`src/rtl/soomrv_wb_pkg.sv`:
```
// Shared Wishbone definitions for the initiator: bus widths, FSM state encoding
// and the latched command record.
package soomrv_wb_pkg;

    localparam int WB_SEL_W  = 4;
    localparam int WB_DATA_W = 32;
    localparam int WB_ADDR_W = 32;

    typedef enum logic [1:0] {
        ST_IDLE = 2'd0,
        ST_REQ  = 2'd1,
        ST_RSP  = 2'd2
    } wb_state_e;

    typedef struct packed {
        logic [WB_ADDR_W-1:0] addr;
        logic                 we;
        logic [WB_SEL_W-1:0]  sel;
        logic [WB_DATA_W-1:0] wdata;
    } wb_cmd_t;

endpackage

```
`src/rtl/wb_initiator.sv`:
```
// Wishbone classic initiator: single writes and incrementing read bursts from a
// valid/ready command port, one registered response per beat, per-beat ack timeout.
module wb_initiator
    import soomrv_wb_pkg::*;
#(
    parameter int TIMEOUT     = 255,
    parameter int ADDR_STRIDE = 4,
    parameter int LEN_W       = 8
) (
    input  logic                 wb_clk_i,
    input  logic                 wb_rst_ni,
    input  logic                 cmd_valid,
    output logic                 cmd_ready,
    input  logic [WB_ADDR_W-1:0] cmd_addr,
    input  logic                 cmd_we,
    input  logic [WB_SEL_W-1:0]  cmd_sel,
    input  logic [WB_DATA_W-1:0] cmd_wdata,
    input  logic [LEN_W-1:0]     cmd_len,
    input  logic                 abort,
    output logic                 rsp_valid,
    input  logic                 rsp_ready,
    output logic [WB_DATA_W-1:0] rsp_data,
    output logic                 rsp_err,
    output logic                 rsp_last,
    output logic                 wbm_cyc_o,
    output logic                 wbm_stb_o,
    output logic                 wbm_we_o,
    output logic [WB_SEL_W-1:0]  wbm_sel_o,
    output logic [WB_ADDR_W-1:0] wbm_adr_o,
    output logic [WB_DATA_W-1:0] wbm_dat_o,
    input  logic [WB_DATA_W-1:0] wbm_dat_i,
    input  logic                 wbm_ack_i
);

    localparam logic [15:0]          TMO_LAST = 16'(TIMEOUT - 1);
    localparam logic [WB_ADDR_W-1:0] STRIDE   = WB_ADDR_W'(ADDR_STRIDE);

    wb_state_e            state_q, state_d;
    logic                 cyc_q, cyc_d;
    logic                 stb_q, stb_d;
    logic                 we_q, we_d;
    logic [WB_SEL_W-1:0]  sel_q, sel_d;
    logic [WB_ADDR_W-1:0] adr_q, adr_d;
    logic [WB_DATA_W-1:0] dat_q, dat_d;
    logic                 rsp_valid_q, rsp_valid_d;
    logic                 rsp_err_q, rsp_err_d;
    logic                 rsp_last_q, rsp_last_d;
    logic [WB_DATA_W-1:0] rsp_data_q, rsp_data_d;
    logic [LEN_W-1:0]     beats_q, beats_d;
    logic [15:0]          tmo_q, tmo_d;
    wb_cmd_t              cmd_in;

    assign cmd_in    = '{addr: cmd_addr, we: cmd_we, sel: cmd_sel, wdata: cmd_wdata};
    assign cmd_ready = (state_q == ST_IDLE) && !abort;

    always_comb begin
        state_d     = state_q;
        cyc_d       = cyc_q;
        stb_d       = stb_q;
        we_d        = we_q;
        sel_d       = sel_q;
        adr_d       = adr_q;
        dat_d       = dat_q;
        rsp_valid_d = rsp_valid_q;
        rsp_err_d   = rsp_err_q;
        rsp_last_d  = rsp_last_q;
        rsp_data_d  = rsp_data_q;
        beats_d     = beats_q;
        tmo_d       = tmo_q;

        case (state_q)
            ST_IDLE: begin
                if (cmd_valid && cmd_ready) begin
                    state_d = ST_REQ;
                    cyc_d   = 1'b1;
                    stb_d   = 1'b1;
                    adr_d   = cmd_in.addr;
                    we_d    = cmd_in.we;
                    sel_d   = cmd_in.sel;
                    dat_d   = cmd_in.wdata;
                    beats_d = cmd_in.we ? '0 : cmd_len;
                    tmo_d   = '0;
                end
            end
            ST_REQ: begin
                // Abort beats everything; an ack beats a timeout landing on the same edge.
                if (abort || (!wbm_ack_i && tmo_q == TMO_LAST)) begin
                    state_d     = ST_RSP;
                    cyc_d       = 1'b0;
                    stb_d       = 1'b0;
                    rsp_valid_d = 1'b1;
                    rsp_err_d   = 1'b1;
                    rsp_last_d  = 1'b1;
                    rsp_data_d  = '0;
                end else if (wbm_ack_i) begin
                    state_d     = ST_RSP;
                    stb_d       = 1'b0;
                    rsp_valid_d = 1'b1;
                    rsp_err_d   = 1'b0;
                    rsp_last_d  = (beats_q == '0);
                    rsp_data_d  = we_q ? '0 : wbm_dat_i;
                end else begin
                    tmo_d = tmo_q + 16'd1;
                end
            end
            ST_RSP: begin
                if (abort) begin
                    rsp_last_d = 1'b1;
                    cyc_d      = 1'b0;
                end
                if (rsp_valid_q && rsp_ready) begin
                    rsp_valid_d = 1'b0;
                    if (rsp_last_q || abort) begin
                        state_d = ST_IDLE;
                        cyc_d   = 1'b0;
                    end else begin
                        state_d = ST_REQ;
                        stb_d   = 1'b1;
                        adr_d   = adr_q + STRIDE;
                        beats_d = beats_q - LEN_W'(1);
                        tmo_d   = '0;
                    end
                end
            end
            default: state_d = ST_IDLE;
        endcase
    end

    always_ff @(posedge wb_clk_i or negedge wb_rst_ni) begin
        if (!wb_rst_ni) begin
            state_q     <= ST_IDLE;
            cyc_q       <= 1'b0;
            stb_q       <= 1'b0;
            we_q        <= 1'b0;
            sel_q       <= '0;
            adr_q       <= '0;
            dat_q       <= '0;
            rsp_valid_q <= 1'b0;
            rsp_err_q   <= 1'b0;
            rsp_last_q  <= 1'b0;
            rsp_data_q  <= '0;
            beats_q     <= '0;
            tmo_q       <= '0;
        end else begin
            state_q     <= state_d;
            cyc_q       <= cyc_d;
            stb_q       <= stb_d;
            we_q        <= we_d;
            sel_q       <= sel_d;
            adr_q       <= adr_d;
            dat_q       <= dat_d;
            rsp_valid_q <= rsp_valid_d;
            rsp_err_q   <= rsp_err_d;
            rsp_last_q  <= rsp_last_d;
            rsp_data_q  <= rsp_data_d;
            beats_q     <= beats_d;
            tmo_q       <= tmo_d;
        end
    end

    assign wbm_cyc_o = cyc_q;
    assign wbm_stb_o = stb_q;
    assign wbm_we_o  = we_q;
    assign wbm_sel_o = sel_q;
    assign wbm_adr_o = adr_q;
    assign wbm_dat_o = dat_q;
    assign rsp_valid = rsp_valid_q;
    assign rsp_err   = rsp_err_q;
    assign rsp_last  = rsp_last_q;
    assign rsp_data  = rsp_data_q;

endmodule
```
`config.mk`:
```
export PLATFORM = sky130hd
export DESIGN_NAME = wb_initiator
export DESIGN_NICKNAME = d
export VERILOG_FILES = /design/src/rtl/soomrv_wb_pkg.sv /design/src/rtl/wb_initiator.sv
export SDC_FILE = /design/constraint.sdc
export NUM_CORES = 1
export LEC_CHECK = 0
export BUFFER_PORTS_ARGS = -buffer_cell sky130_fd_sc_hd__buf_2
export CORE_MARGIN = 5
export CORE_UTILIZATION = 45
export DETAILED_ROUTE_END_ITERATION = 7
export GPL_ROUTABILITY_DRIVEN = 1
export GPL_TIMING_DRIVEN = 0
export PLACE_DENSITY_LB_ADDON = 0.3
export SYNTH_ARGS = -nofsm -noshare
export SYNTH_HDL_FRONTEND = slang
export SYNTH_SLANG_ARGS = --single-unit
export TNS_END_PERCENT = 50
```
`constraint.sdc`:
```
create_clock -name wb_clk_i -period 1.8 [get_ports wb_clk_i]
set_input_delay 0.09 -clock wb_clk_i [delete_from_list [all_inputs] [get_ports wb_clk_i]]
set_output_delay 0.09 -clock wb_clk_i [all_outputs]
set_load 0.02 [all_outputs]
```
==> flow_summary.ini <==
[setup_path]
startpoint_type = register
max_stage_delay_ns = 0.45
path_cells = and4bb_2, a41oi_4, buf_6, buf_6, a41oi_2, o21ai_1, o31ai_1
cp_slowest_cell = dfrtp_2
critPathRequiredTime_ns = 2.08
crit_path_frequent_cell = buf_6
critical_path_class = register to register
cp.arrival_ns = 2.13
cp-end-kind = register
cp_max_fo = 8

[timing]
period_minus_slack_ns = 1.847
rsz0062_at_grt = true
period_share_pct = 102.6
relSlewSlack_pct = 64.23
setup_ws_ns = -0.04696
hold_ws_ns = 0.01324
finalMaxSlewViolations = 0
setup_tns_ns = -0.4154
tightest_slew_ns = 0.5365
finalSetupViolations = 25
fin_skew_ns = 0.01083
fmax_mhz = 541.4
hold_violations = 0

[grt]
use_met2_pct = 44.59
met1_usage_pct = 32.61
grt_first_pass_wirelength_um = 34160
busiest_layer = met2
grt_max_degree = 96
grtUsageMet3_pct = 5.064
grt_antenna_before_repair = 0
grt_use_total_pct = 25.96
grt_overflow_total = 0
grt_pass1_vias = 6636

[status]
outcome = finished with violations
violations = negative setup slack

[synth]
synth_top_cell_area_share_pct = 52.15
yosysTopAreaCell = dfrtp_1
yosysMostFrequentCell = nand2_1
synth-compound-area-share_pct = 21.41
synth_cell_type_count = 65
synth_edf_count = 0
yosys-top-cells-area = dfrtp_1, nand2_1, a22o_1
synth_common_cells = nand2_1, dfrtp_1, a21oi_1, a22o_1, nor2_1
yosys_warnings = 0
syn_nets = 792
synthMuxAreaShare_pct = 0.1580
yosys.area_share.simple_pct = 21.32
ys_seq_area_share_pct = 52.15
synth_top_family_by_area = compound AO/OA/AOI/OAI gates
ys_ff_latch = 132
avgSynthCellArea_sq_um = 9.411
synthCells = 673
synthAdderAreaFrac_pct = 0.7902
async_flop_share_pct = 100.0
syn_area_sq_um = 6334
yosys_most_used_dff = dfrtp_1
yosys.area_share.xor_xnor_pct = 0

[clock_network]
cts_tree = built
cts.sinks = 132
insertion_delay_ns = 0.41
clk_transition_reported_paths_ns = 0.06
ctsHtreeMaxLevel = 4
clk_path_buf_depth = 2
root_buffer = clkbuf_16
cts_buffers = 17

[die]
start_util_pct = 45.81
die_w_um = 128.6
dieArea_sq_um = 16550
fp-row-count = 43
pin_count = 222
die_h_um = 128.6
core_sq_um = 13830

[finish]
area_growth_pct = 55.41
final_layout_size_suffix_gt1_share_pct = 36.30
multiInputGateArea_sq_um = 3007
final_util_pct = 71.19
filler_cell_count = 1020
seq_area_sq_um = 3317
layout.nets = 1150

[pwr]
p_total_mw = 16.19
power_density_nw_per_um2 = 1644
p_leak_nw = 4.768
p_switching_mw = 6.969
clkPwrFrac_pct = 21.7
seq_power_share_pct = 32.3
peakVddDrop_mv = 0.8492
comb_power_share_pct = 46.0
p_int_mw = 9.217
switching_share_pct = 43.05

[drt]
final_antenna_net_count = 0
vias = 6830
drt-wirelength-per-cell_um = 18.50
drt_iter0_drc = 474
wl_um = 22660
viasPerCell = 5.576
drc = 0
dr.pass1.iters = 5

[placed_design]
dp_hpwl_um = 14100
numPortBuffers = 221
place_ws_ns = -0.3875
gp_congestion = 0.8471

[flow_run]
maxCapViolCount = 0

[worst_hold_path]
min_path_type = input pin to register
power by group through the flow:
| stage | sequential, mW | clock [mW] | combinational [mW] |
|---|---|---|---|
| 2_1_floorplan | 6.44 | 0 | 2.90 |
| 3_3_place_gp | 5.14 | 0 | 6.47 |
| 3_5_place_dp | 5.19 | 0 | 6.54 |
| 4_1_cts | 5.14 | 3.57 | 7.02 |
| 5_1_grt | 5.37 | 3.71 | 7.99 |
| 6_report | 5.23 | 3.52 | 7.44 |
metal layers:
layer / vias up / part of all wire, %
met5: - / 0
met4: 0 / 3.0
met3: 61 / 6.5
met2: 322 / 50
met1: 3271 / 40
li1: 3176 / -
sequential cells by signal, summed over array words and instances (netlist names):
name       cells
tmo_q         16
wbm_dat_o     32
beats_q        8
rsp_err        1
wbm_cyc_o      1
wbm_we_o       1
rsp_data      32
wbm_stb_o      1
rsp_valid      1
wbm_adr_o     32
state_q        2
rsp_last       1
wbm_sel_o      4
worst max-delay path, delay by kind of cell (launching register included):
kind	cells	cell delay, ns
and+or+nand+nor	1	0.28
buffers and inverters	2	0.30
DFF	1	0.45
AOI/OAI and AO/OA	4	0.68
placed cells by master, fill, tap and decap left out, types with 5 or more instances in the layout:
master	Yosys	routed
nand3_1	23	21
dfrtp_1	132	121
o22ai_1	11	11
nor3_1	6	6
buf_6	4	21
buf_2	19	226
o21ai_1	10	23
clkbuf_16	0	18
nor2_4	0	5
clkbuf_2	0	5
nor2_1	33	28
clkbuf_4	0	6
dfrtp_2	0	11
and3_1	9	9
nand2_1	153	150
clkbuf_1	19	5
inv_1	13	12
o21ai_0	31	18
a2bb2oi_1	6	6
nand4_1	22	22
a31oi_1	10	9
a22o_1	33	33
buf_4	0	24
o31ai_1	6	5
a21oi_1	54	51
dlygate4sd3_1	0	90
cell families (layout without fill, tap and decap cells):
logic type,count (synthesis),in the layout
DFF,132,132
adders and majority gates,4,4
and+or+nand+nor,281,282
muxes,1,1
buffers and inverters,56,426
AOI/OAI and AO/OA,199,199
other,0,1
cell type report:
class / count / area share (%)
well taps: 180 / 2.288
plain buffers: 41 / 3.229
clock inverters: 14 / 1.805
clock buffers: 18 / 4.360
inverters: 13 / 0.4957
repair buffers: 340 / 23.55
flip-flops and latches: 132 / 33.70
diodes: 1 / 0.02542
multi-input cells: 486 / 30.55
through the flow:
step	instances	cell area, sq um
after floorplan	673	6350
after global placement	1074	7681
after detailed placement	1075	7715
after CTS	1211	9462
after global routing	1224	9841
final	1225	9843
path summary, 6_finish.rpt:
| path | endpoint | slack [ns] | cells past startpoint | start |
|---|---|---|---|---|
| hold reg to reg | wbm_dat_o[22] | 0.47 | 2 | wbm_dat_o[22] |
| setup reg to reg | tmo_q[10] | -0.05 | 7 | tmo_q[2] |
| min in group asynchronous | tmo_q[13] | 0.15 | 2 | wb_rst_ni |
| max in group asynchronous | wbm_adr_o[15] | 0.85 | 3 | wb_rst_ni |
| setup / recovery | tmo_q[10] | -0.05 | 7 | tmo_q[2] |
| hold / removal | wbm_adr_o[19] | 0.01 | 3 | cmd_addr[19] |
repair_timing:
item / in CTS / in global routing
cloned: 2 / 2
resized for setup: 48 / 90
pin swaps: 11 / 27
hold buffers: 90 / 0
endpoints found under the setup margin: 128 / 118
endpoints found under the hold margin: 127 / 0
buffers inserted: 13 / 12
No activity file was read; power rests on OpenSTA's default activity.
